## src/rtl/gray_pkg.sv

```systemverilog
// Shared mode encodings and Gray conversion helpers for the gray_codec slice.
package gray_pkg;

  localparam logic [1:0] MODE_B2G = 2'b00;
  localparam logic [1:0] MODE_G2B = 2'b01;
  localparam logic [1:0] MODE_BCD = 2'b10;
  localparam logic [1:0] MODE_RSV = 2'b11;

  // Helpers work on a zero-extended word; zero upper bits leave the low WIDTH bits exact.
  localparam int GMAX = 64;

  function automatic logic [GMAX-1:0] b2g(input logic [GMAX-1:0] d);
    return d ^ (d >> 1);
  endfunction

  function automatic logic [GMAX-1:0] g2b(input logic [GMAX-1:0] g);
    logic [GMAX-1:0] b;
    b[GMAX-1] = g[GMAX-1];
    for (int i = GMAX - 2; i >= 0; i--) b[i] = b[i+1] ^ g[i];
    return b;
  endfunction

endpackage

```

## src/rtl/gray_nibble.sv

```systemverilog
// One packed-BCD digit converted to 4-bit Gray, with a flag for a legal digit (0..9).
module gray_nibble (
  input  logic [3:0] nib_i,
  output logic [3:0] gray_o,
  output logic       digit_ok_o
);

  assign gray_o     = nib_i ^ (nib_i >> 1);
  assign digit_ok_o = (nib_i <= 4'd9);

endmodule

```

## src/rtl/gray_codec.sv

```systemverilog
// Registered binary/Gray/BCD code converter with valid/ready on both sides
// and a saturating count of beats flagged in error.
module gray_codec
  import gray_pkg::*;
#(
  parameter int WIDTH = 8,
  parameter int ERRW  = 8
) (
  input  logic             clk,
  input  logic             rst,
  input  logic             in_valid,
  output logic             in_ready,
  input  logic [1:0]       in_mode,
  input  logic [WIDTH-1:0] in_data,
  output logic             out_valid,
  input  logic             out_ready,
  output logic [WIDTH-1:0] out_data,
  output logic             out_err,
  output logic [ERRW-1:0]  err_count,
  input  logic             clr_err
);

  localparam int NNIB = WIDTH / 4;
  localparam int REM  = WIDTH % 4;
  localparam int NB   = (NNIB > 0) ? NNIB : 1;

  logic [WIDTH-1:0] bcd_gray;
  logic [NB-1:0]    nib_ok;
  logic [GMAX-1:0]  ext;

  logic             vld_q, err_q;
  logic [WIDTH-1:0] data_q;
  logic [ERRW-1:0]  cnt_q;
  logic [WIDTH-1:0] data_d;
  logic             err_d;
  logic             accept;

  assign ext = GMAX'(in_data);

  generate
    if (NNIB > 0) begin : g_nib
      for (genvar k = 0; k < NNIB; k++) begin : g_slice
        gray_nibble u_nib (
          .nib_i      (in_data[4*k +: 4]),
          .gray_o     (bcd_gray[4*k +: 4]),
          .digit_ok_o (nib_ok[k])
        );
      end
    end else begin : g_no_nib
      assign nib_ok = '1;
    end

    // Leftover top bits are plain bin2gray and never flag an error.
    if (REM > 0) begin : g_part
      logic [REM-1:0] top;
      assign top = in_data[WIDTH-1 -: REM];
      assign bcd_gray[WIDTH-1 -: REM] = top ^ (top >> 1);
    end
  endgenerate

  always_comb begin
    data_d = WIDTH'(b2g(ext));
    err_d  = 1'b0;
    case (in_mode)
      MODE_G2B: data_d = WIDTH'(g2b(ext));
      MODE_BCD: begin
        data_d = bcd_gray;
        err_d  = ~(&nib_ok);
      end
      MODE_RSV: err_d = 1'b1;
      default:  ;
    endcase
  end

  assign in_ready = !vld_q || out_ready;
  assign accept   = in_valid && in_ready;

  always_ff @(posedge clk or posedge rst) begin
    if (rst) begin
      vld_q  <= 1'b0;
      data_q <= '0;
      err_q  <= 1'b0;
      cnt_q  <= '0;
    end else begin
      if (accept) begin
        vld_q  <= 1'b1;
        data_q <= data_d;
        err_q  <= err_d;
      end else if (out_ready) begin
        vld_q <= 1'b0;
      end
      if (clr_err)
        cnt_q <= '0;
      else if (accept && err_d && (cnt_q != '1))
        cnt_q <= cnt_q + 1'b1;
    end
  end

  assign out_valid = vld_q;
  assign out_data  = data_q;
  assign out_err   = err_q;
  assign err_count = cnt_q;

endmodule

```

## config.mk

```make
export PLATFORM = sky130hd
export DESIGN_NAME = gray_codec
export DESIGN_NICKNAME = d
export VERILOG_FILES = /design/src/rtl/gray_pkg.sv /design/src/rtl/gray_nibble.sv /design/src/rtl/gray_codec.sv
export SDC_FILE = /design/constraint.sdc
export NUM_CORES = 1
export LEC_CHECK = 0
export BUFFER_PORTS_ARGS = -buffer_cell sky130_fd_sc_hd__buf_2
export CAP_MARGIN = 5
export CORE_MARGIN = 2
export CORE_UTILIZATION = 50
export CTS_CLUSTER_DIAMETER = 30
export CTS_CLUSTER_SIZE = 14
export DETAILED_ROUTE_END_ITERATION = 10
export PLACE_DENSITY_LB_ADDON = 0.25
export SLEW_MARGIN = 20
export SYNTH_ARGS = -nofsm -noshare
export SYNTH_HDL_FRONTEND = slang
export SYNTH_SLANG_ARGS = --single-unit
export TNS_END_PERCENT = 20
```

## constraint.sdc

```tcl
create_clock -name clk -period 2.8 [get_ports clk]
set_input_delay 0.28 -clock clk [delete_from_list [all_inputs] [get_ports clk]]
set_output_delay 0.28 -clock clk [all_outputs]
set_load 0.005 [all_outputs]
```

## Yosys cells after proc, flatten, opt, wreduce, memory -nomap -nowiden

Cells that the tools add are included.

- Register bits after elaboration: 18
- Latch bits: 0
- RAM bits: 0
- ROM bits: 0
- Input bits: 15
- Logic and storage cells: 36
- Memories: 0

- Add/subtract/negate cells: 1
- $mul: 0
- Div/mod/pow operators: 0
- Order comparisons: 2
- Equal/unequal tests: 4
- Shift-type cells: 0
- Muxes and demuxes: 6
- Bitwise gates (word level): 11
- Reductions and logical operators: 8

Operators by type and width:

| operator | number |
|---|---|
| 8-bit 2-to-1 mux | 2 |
| 8-bit one-hot mux with 2 select lines | 1 |
| 8-bit by 1-bit adder with 8-bit output, second input constant | 1 |
| 4-bit less-or-equal comparator, second input constant | 2 |
| 8-bit inequality test, second input constant | 1 |
| 4-bit by 3-bit bitwise XOR with 4-bit output | 2 |
| 8-bit by 7-bit bitwise XOR with 8-bit output | 1 |
| 1-bit bitwise XOR | 7 |
| 2-bit == test, second input constant | 2 |
| 2-bit nonzero test | 2 |
| 1-bit logical AND | 3 |
| 2-bit by 1-bit == test with 1-bit output, second input constant | 1 |
| 1-bit 2-to-1 mux | 2 |
| 1-bit one-hot mux with 2 select lines | 1 |
| 2-bit AND reduction | 1 |
| 1-bit logical NOT | 1 |
| 1-bit logical OR | 1 |
| 1-bit inverter | 1 |

## Depth between registers and ports, before layout

Gate-level depths: netlist (run 1).

- Word-level depth: 8
- Gate-level depth with buffers: 8

## Modules after synthesis

A second synthesis (run 1) with hierarchy kept.

- Cell total of the unflattened synthesis: 145
- Area, all modules: 1292.5 µm²

Modules (own cells, without submodules):

| module | instances | cells an instance | area each (µm²) | seq. area each (µm²) |
|---|---|---|---|---|
| gray_codec | 1 | 119 | 1099.8 | 450.4 |
| gray_nibble | 2 | 13 | 96.3 | 0.0 |

## Worst setup path before layout (run 1)

Ideal clock, no wire load.

- Kind: input-to-reg
- Start: input port in_data[6]
- End: register data_q[0] (netlist: out_data[0])
- Library setup time: 0.140 ns
- Data arrival time: 1.697 ns
- Required time: 2.660 ns
- Setup slack: 0.963 ns
- Stages: 7
- Path buffers: 0
- Path through: inv_1 ha_1 xnor3_2 xor2_2 xnor2_2 xnor2_1 o221ai_1

- Longest elaborated chain between the ends: 8

RTL lines:

| element | RTL line | RTL |
|---|---|---|
| start: declaration | gray_codec.sv:14 | `input logic [WIDTH-1:0] in_data,` |
| 1-bit bitwise XOR (7 in a row) | gray_pkg.sv:19 | `for (int i = GMAX - 2; i >= 0; i--) b[i] = b[i+1] ^ g[i];` |
| 8-bit one-hot mux with 2 select lines | gray_codec.sv:64 | `case (in_mode)` |
| end signal: assignment | gray_codec.sv:87 | `data_q <= data_d;` |
| end: declaration | gray_codec.sv:32 | `logic [WIDTH-1:0] data_q;` |

No other way between the ends.
A chain may end at the register's enable or synchronous reset.

## Worst setup path after layout (run 1)

Same ends and word-level chain as after synthesis.

==> results of run 1 <==
[cell usage in the layout (no fill, tap or decap)]
cell and count:
nor2_1 7, a31o_2 2, a21oi_1 4, nand3_1 3
a221oi_1 2, xor2_2 1, xnor2_2 1, buf_2 33
xnor3_2 1, clkbuf_4 3, o211ai_1 3, nand2b_1 4
inv_1 12, nand2_1 13, dfrtp_1 18, nand4_1 4
a21bo_2 1, mux2i_1 1, a31oi_1 2, nor2b_1 7
ha_1 12, o31ai_1 1, xnor2_1 3, mux2_2 4
and3_1 2, a21o_1 1, or2_2 1, a22oi_1 2
xor2_1 1, o21ai_0 5, nand3b_1 1, buf_4 1
o221ai_1 2
[worst paths after layout]
path | startpoint | end | cells past startpoint
max | in_data[6] | out_data[0] | 8
min | rst | out_data[5] | 2
max reg2reg | err_count[0] | err_count[4] | 7
min reg2reg | out_err | out_err | 1
max in group asynchronous | rst | out_data[3] | 2
min in group clk | in_valid | out_valid | 2
[cells in the mapped netlist (2+ instances only)]
cell type / n
a221oi_1: 2
a31o_2: 2
xnor2_1: 3
a31oi_1: 2
nand2_1: 13
nand4_1: 4
mux2_2: 4
nor2_1: 7
clkbuf_1: 3
a22oi_1: 2
nand3_1: 3
nor2b_1: 7
dfrtp_1: 18
nand2b_1: 4
o21ai_0: 5
and3_1: 2
ha_1: 12
o211ai_1: 3
a21oi_1: 4
o221ai_1: 2
inv_1: 12
[final cells by class]
| class | count | area, um^2 | share of cell area [%] |
|---|---|---|---|
| Clock buffer | 3 | 22.5 | 1.60 |
| Sequential cell | 18 | 450 | 32.1 |
| Timing Repair Buffer | 34 | 173 | 12.3 |
| Multi-Input combinational cell | 91 | 679 | 48.4 |
| Tap cell | 28 | 35.0 | 2.49 |
| Inverter | 12 | 45.0 | 3.21 |
[metrics by stage]
| step | utilization, % | power (mW) | setup WS [ps] |
|---|---|---|---|
| after global routing | 62.9 | 0.624 | 828 |
| after detailed placement | 61.9 | 0.469 | 673 |
| final | 62.9 | 0.582 | 981 |
| after CTS | 62.9 | 0.592 | 980 |
| after floorplan | - | 0.407 | 963 |
| after global placement | 61.9 | 0.461 | 789 |
[state kept, by name (all words and copies together) (netlist names)]
register,cells
err_count,8
out_data,8
out_err,1
out_valid,1
[critical path: cells and delay by family]
kind	cells	cell delay [ps]
xor+xnor	4	1050
fa+ha+maj	1	350
buf+inv	2	160
compound gates	1	130
[cells by family (layout without fill, tap and decap cells)]
kind of cell | count (synthesis) | in the layout | share of synthesized area, %
adders and majority gates | 12 | 12 | 12.6
AOI/OAI and AO/OA | 25 | 25 | 14.5
xor gates and xnor gates | 7 | 7 | 7.67
muxes | 5 | 5 | 4.62
DFF | 18 | 18 | 37.8
and+or+nand+nor | 42 | 42 | 17.6
buffers and inverters | 16 | 49 | 5.15
[routing by layer]
layer	GRT usage (%)	up-vias	wire length, um
li1	-	501	-
met1	26.4	485	1090
met2	33.3	21	1170
met3	4.29	2	101
met4	5.13	0	17
met5	0	-	0
[power by group through the flow]
stage	registers, mW	clock network (mW)	logic, mW
after floorplan	0.305	0	0.102
after global placement	0.302	0	0.158
after detailed placement	0.303	0	0.166
after CTS	0.299	0.127	0.166
after global routing	0.301	0.138	0.184
final	0.298	0.120	0.164
==> summary.txt, run 1 <==
Global route
  • Overall global routing resource usage: about a fifth
  • First-pass GRT wire length: 4.09 mm
  • Largest net degree at the start of global routing: 19
  • GRT overflow: 0
  • Antenna violations before repair: 0
  • Vias in the first global route: 945

Timing
  • RSZ-0062 raised after global routing: no
  • Worst Skew: 7.59 ps
  • Period Utilization, post-route: 65.0%
  • Setup TNS: 0 ps
  • Slew @ Worst Pin: about 660 ps
  • Hold Fails Final Rpt: 0
  • Setup violations, final: 0
  • Max frequency: 550 MHz
  • Hold_ws: ~73 ps
  • Tmin final: about 1800 ps
  • Slew Limit Fails: 0
  • Slew Limit Headroom: 55.7%

Route
  • WL final: between 2 and 2.5 mm
  • DR vias: roughly 1000
  • Avg WL per Cell: 12.8 um
  • Vias/cell: between 5 and 6
  • DRT antenna net count: 0
  • Drt drc: 0
  • First-iteration detailed-routing DRC count: 12
  • DRT Pass-1 Iters: 4

Critical path
  • Critical path peak fanout: 4
  • Setup crit start kind: input port
  • CP max stage cell: xnor3_2
  • Worst Path Arrival: 1970 ps
  • Crit path required time: 2950 ps
  • CP Capture Type: register
  • Critical path cell sequence: buf_2, inv_1, ha_1, xnor3_2, xor2_2, xnor2_2, xnor2_1, o221ai_1
  • Kind of critical path: in -> reg
  • FF-to-FF setup slack: 1030 ps
  • CP peak stage delay: 480 ps

Synth
  • Dominant synthesized flop cell: dfrtp_1
  • Yosys top cell by area: dfrtp_1
  • Yosys top cell area share: a little under two fifths
  • Synth warnings: 0
  • Synth area leaders: dfrtp_1 38%, ha_1 13%, nand2_1 4.1%
  • Syn nets: around 150
  • Post-synth cell types: 32
  • Post-synth EDFFs: 0
  • Asr flop ratio synth: 100%
  • Post-Syn Area per Cell: 9.53 um^2
  • Cell area after synthesis: roughly 1200 um^2
  • Seq/Total Area, Yosys: 37.8%
  • Register bit total from synthesis: 18
  • Post-Synthesis Cells: 125

Die
  • Initial Utilization: 53.3%
  • Die Y: 52.8 um
  • Total Die Area: 2790 um^2
  • Io pins: 34
  • Rows: 17
  • Die W: 52.8 um
  • Core box area: 2230 um^2

Clock tree
  • Clk_lat worst skew: 280 ps
  • Post_cts resized: 0
  • Htree depth: 1
  • CTS tree: built
  • Clk sinks: 18
  • Post-CTS Setup Bufs: 0
  • Hold buffer count at cts: 0
  • CTS Buf Count: 3
  • Buffer depth of the longest clock path: 2
  • Clock transition at path regs: approximately 100 ps
  • CTS Root Cell: clkbuf_4

Power and ir drop
  • Switching pwr: about 170 uW
  • Clock power frac: 20.7%
  • Sw frac: 29.2%
  • VDD IR max: 0.427 mV
  • Leakage Power: ~0.76 nW
  • Sequential share of power: 51.2%
  • PwrDens: 414 nW/um^2
  • Comb power frac: 28.1%
  • Power Internal: approximately 400 uW

Cells and area
  • Non-Filler Instances: 186
  • ANT cells: 0
  • Design area: 1410 um^2
  • Area Growth Syn to Fin: 18.0%
  • Final Net Count: 187
  • Layout cells sized above 1: 30.4%
  • FILL cells: between 200 and 250

Job
  • Max Cap Viol: 0

Placement
  • Dpl cells: ~180
  • Area after DPL: 1380 um^2
  • Placer Congestion: about 0.81
  • IO Port Bufs: 33
  • Post-DP HPWL: 1.88 mm

Run status
  • Status: finished, final reports clean

Hold path
  • Worst Hold Class: in -> async
(Power assumes the default switching activity.)
==> run 2, diff against run 1 <==
Clock period 2.8 ns to 1.7 ns, I/O delays scaled along.
==> run 2 against run 1 <==
The run now ends with setup timing left. Routed wire length is 17% higher. Count of clock-buffer cells in the layout is 1 higher. Worst setup slack worse by 990 ps. Utilization is 6.6 points higher. Die area stayed put. Clock skew is 2.0 ps lower. First-iteration DRC count is 92% higher. Clock power is 120% higher. Critical endpoint is now err_count[5]. Largest cell class unchanged.
==> summary.txt, run 2 (synthesized netlist as in run 1, its figures left out) <==
Run status
  • Status: complete, but fails checks
  • Failing checks: setup timing

Placement
  • Area after DPL: ~1500 um^2
  • Post-DP HPWL: about 2.1 mm
  • Placer Congestion: 0.837
  • Pre-CTS setup slack: -135 ps
  • IO Port Bufs: 33

Die
  • Initial Utilization: 53.3%
  • Die W: ~53 um
  • Die Y: 52.8 um
  • Total Die Area: 2790 um^2
  • Rows: 17
  • Io pins: 34
  • Core box area: 2230 um^2

Timing
  • Period Utilization, post-route: 100%
  • Setup violations, final: 1
  • Post-route setup slack: -5.42 ps
  • Slew @ Worst Pin: 669 ps
  • Hold Fails Final Rpt: 0
  • Hold_ws: 107 ps
  • RSZ-0062 raised after global routing: yes
  • Max frequency: 586 MHz
  • Slew Limit Fails: 0
  • Worst Skew: 5.54 ps
  • Slew Limit Headroom: between 50% and 60%
  • Tmin final: 1710 ps

Power and ir drop
  • Design Power: about 1.1 mW
  • Sw frac: 29.6%
  • VDD IR max: around 0.43 mV
  • Comb power frac: 28.5%
  • Sequential share of power: 46.3%
  • PwrDens: 683 nW/um^2
  • Leakage Power: between 0.8 and 0.9 nW
  • Clock power frac: 25.3%
  • Power Internal: around 750 uW
  • Switching pwr: 314 uW

Cells and area
  • Most common cell after layout, fill and taps aside: buf_2
  • Most frequent cells in the layout: 33 x buf_2, 18 x dfrtp_1, 13 x nand2_1
  • Layout cells sized above 1: 38.4%
  • Final Net Count: 200
  • FILL cells: approximately 170
  • ANT cells: 0
  • Area Growth Syn to Fin: 30.4%
  • Design area: between 1500 and 2000 um^2
  • Final core occ: 69.5%

Clock tree
  • Buffer depth of the longest clock path: 2
  • Htree depth: 1
  • CTS Buf Count: 3
  • Clk sinks: 18
  • Clk_lat worst skew: about 300 ps
  • CTS Root Cell: clkbuf_4
  • Clock transition at path regs: between 100 and 150 ps
  • CTS tree: built

Global route
  • Vias in the first global route: 1064
  • Largest net degree at the start of global routing: 19
  • GRT overflow: 0
  • First-pass GRT wire length: 4.57 mm
  • Antenna violations before repair: 0
  • Overall global routing resource usage: 22.7%

Critical path
  • Setup crit start kind: register
  • Critical path peak fanout: 5
  • CP delay by family, top: flip-flops
  • Worst R2R Start: err_count[1]
  • Crit path required time: 1890 ps
  • Critical path cell sequence: ha_2, nand3_2, o211ai_1, a31oi_1, buf_4, nand4_1, mux2_2
  • Crit path from: err_count[1]
  • Worst Path Buf+Inv: 1
  • CP Capture Type: register
  • Kind of critical path: reg -> reg
  • Worst Path Arrival: approximately 1900 ps
  • CP peak stage delay: 380 ps
  • CP max stage cell: dfrtp_1

Hold path
  • Worst Hold Class: in -> reg
  • HP Start: in_valid

Route
  • Drt drc: 0
  • WL final: 2.78 mm
  • DRT Pass-1 Iters: 4
  • DR vias: 1072
  • DRT antenna net count: 0
  • Vias/cell: roughly 5.4
  • First-iteration detailed-routing DRC count: 23
  • Avg WL per Cell: 13.9 um

Job
  • Max Cap Viol: 0
-- run 2: power groups by stage --
stage / Combinational, mW / Clock (mW) / Sequential (mW)
6_report: 0.302 / 0.268 / 0.491
3_3_place_gp: 0.283 / 0 / 0.497
4_1_cts: 0.301 / 0.275 / 0.491
2_1_floorplan: 0.172 / 0 / 0.503
3_5_place_dp: 0.293 / 0 / 0.499
5_1_grt: 0.337 / 0.295 / 0.495
-- run 2: cell type report --
class | count | area, um^2 | area share [%]
tap | 28 | 35.0 | 2.26
multi-input combinational | 91 | 709 | 45.7
timing repair buffer | 47 | 277 | 17.8
inverter | 12 | 45.0 | 2.90
sequential | 18 | 450 | 29.0
clock buffer | 4 | 36.3 | 2.34
-- run 2: metal layers --
layer	vias up	wire length, um	GRT usage (%)
li1	524	-	-
met1	513	1200	27.8
met2	31	1460	39.4
met3	4	103	4.00
met4	0	17	8.12
met5	-	0	0
-- run 2: path summary, 6_finish.rpt --
| check | to | slack [ps] | depth (start not counted) |
|---|---|---|---|
| min in group asynchronous | out_data[6] | 500 | 3 |
| worst min register to register | out_err | 490 | 1 |
| max in group asynchronous | out_err | 770 | 3 |
| worst max-delay path | err_count[5] | -5 | 7 |
| worst max register to register | err_count[5] | -5 | 7 |
| worst min-delay path | out_valid | 110 | 2 |
-- run 2: stage by stage --
step / std cells / TNS [ps]
global placement: 192 / -110
floorplan: 125 / -1.92
detailed placement: 192 / -682
finish: 200 / -5.42
CTS: 199 / 0
global route: 200 / -293
-- run 2: timing repair --
| action | CTS | global route |
|---|---|---|
| buffers inserted | 2 | 1 |
| hold buffers | 1 | 0 |
| endpoints found under the hold margin | 18 | 0 |
| resized for setup | 0 | 6 |
| setup endpoints to repair | 4 | 7 |
| pin swaps | 0 | 4 |
| gates cloned | 0 | 0 |
==> run 3, diff against run 2 <==
Settings changed: CORE_UTILIZATION 50 to 51.
==> run 3 against run 2 <==
The flow now finishes without violations. Worst setup slack improved by 36 ps. Total power fell by 0.57%. Worst hold slack improved by 4.0 ps. Sequential share of layout area rose by 0.52 points. Die area fell by 1.8%. Fmax rose by 2.1%. Critical path depth did not move. Register-to-register slack improved by 40 ps. Clock power barely moved. Global-route usage fell by 0.76 points.
==> summary.txt, run 3 (synthesized netlist as in run 1, its figures left out) <==
Timing
  • Slew Limit Headroom: a little over half
  • Max frequency: 599 MHz
  • Setup TNS: 0 ps
  • Setup violations, final: 0
  • RSZ-0062 raised after global routing: yes
  • Slew Limit Fails: 0
  • Period Utilization, post-route: between 90% and 100%
  • Hold Fails Final Rpt: 0
  • Slew @ Worst Pin: around 700 ps
  • Tmin final: 1670 ps
  • Worst Skew: roughly 1.7 ps

Die
  • Core box area: 2210 um^2
  • Die Y: 52.3 um
  • Total Die Area: 2740 um^2
  • Die W: 52.3 um
  • Io pins: 34
  • Initial Utilization: 53.8%
  • Rows: 17

Critical path
  • Critical path peak fanout: 6
  • Kind of critical path: reg -> reg
  • Setup crit start kind: register
  • Worst Path Arrival: roughly 1900 ps
  • FF-to-FF setup slack: 30 ps
  • Crit path required time: 1900 ps
  • CP Capture Type: register

Clock tree
  • Clk_lat worst skew: around 300 ps
  • Buffer depth of the longest clock path: 2
  • CTS Root Cell: clkbuf_4
  • Htree depth: 1
  • CTS Buf Count: 3
  • Clock transition at path regs: roughly 100 ps
  • CTS tree: built
  • Clk sinks: 18

Route
  • Vias/cell: ~5.3
  • DR vias: 1057
  • WL final: 2.54 mm
  • DRT Pass-1 Iters: 4
  • Drt drc: 0
  • First-iteration detailed-routing DRC count: 21
  • Avg WL per Cell: approximately 13 um
  • DRT antenna net count: 0

Cells and area
  • Final core occ: 68.9%
  • Most frequent cells in the layout: 33 x buf_2, 18 x dfrtp_1, 13 x nand2_1
  • Area Growth Syn to Fin: 28.0%
  • Final Net Count: 198
  • ANT cells: 0
  • Register area: approximately 450 um^2
  • Most common cell after layout, fill and taps aside: buf_2
  • FILL cells: 181
  • Layout cells sized above 1: between 30% and 40%
  • Area of the multi-input gates: ~700 um^2

Global route
  • Overall global routing resource usage: between 20% and 30%
  • Largest net degree at the start of global routing: 19
  • First-pass GRT wire length: 4.31 mm
  • Antenna violations before repair: 0
  • Vias in the first global route: about 1000
  • GRT overflow: 0

Placement
  • IO Port Bufs: 33
  • Post-DP HPWL: 2.00 mm
  • Placer Congestion: just over 0.8

Job
  • Max Cap Viol: 0

Run status
  • Status: finished, final reports clean

Power and ir drop
  • VDD IR max: 0.558 mV
  • PwrDens: 691 nW/um^2
  • Design Power: about 1.1 mW
  • Leakage Power: 0.817 nW

Hold path
  • Worst Hold Class: in -> reg
==> run 3: worst max-delay path, cell delays in order, from the launching register on <==
cell	delay, ps
dfrtp_1	400
ha_2	200
nand3_1	80
o211ai_1	210
a31oi_1	60
buf_4	170
nand4_1	100
mux2_2	340
==> run 3: final timing paths <==
path / startpoint / endpoint / depth (start not counted)
max: err_count[1] / err_count[4] / 7
min: in_valid / out_valid / 2
max reg2reg: err_count[1] / err_count[4] / 7
min reg2reg: out_data[2] / out_data[2] / 2
max in group asynchronous: rst / out_data[3] / 3
min in group asynchronous: rst / out_data[4] / 3
==> run 3: what timing repair did <==
item,4_1_cts,5_1_grt
hold buffers,1,0
endpoints found under the setup margin,0,6
endpoints found under the hold margin,18,0
gates resized for setup,0,3
buffers inserted,0,0
==> run 3: layout make-up <==
| cell class | count | share of cell area (%) |
|---|---|---|
| clock buffers | 4 | 2.38 |
| inverters | 12 | 2.95 |
| multi-input cells | 91 | 45.7 |
| flip-flops and latches | 18 | 29.5 |
| well taps | 28 | 2.30 |
| repair buffers | 45 | 17.1 |
==> run 3: metal layers <==
metal	up-vias	wire [um]	GRT usage, %
met3	5	122	4.29
li1	523	-	-
met2	30	1230	36.0
met4	0	52	10.7
met5	-	0	0
met1	499	1140	27.2
==> run 3: where the power goes <==
group	switching, mW	total (mW)	internal [mW]
combinational	0.149	0.294	0.145
sequential	0.0217	0.490	0.469
clock	0.139	0.270	0.131
==> run 3: through the flow <==
step / cell area [um^2] / setup slack (ps) / hold slack [ps] / instances
4_1_cts: 1520 / 44.9 / 112 / 198
6_report: 1530 / 30.4 / 111 / 198
2_1_floorplan: 1200 / -1.92 / 109 / 125
3_5_place_dp: 1470 / -67.5 / 306 / 193
5_1_grt: 1530 / -46.5 / 123 / 198
3_3_place_gp: 1470 / -28.6 / 300 / 193
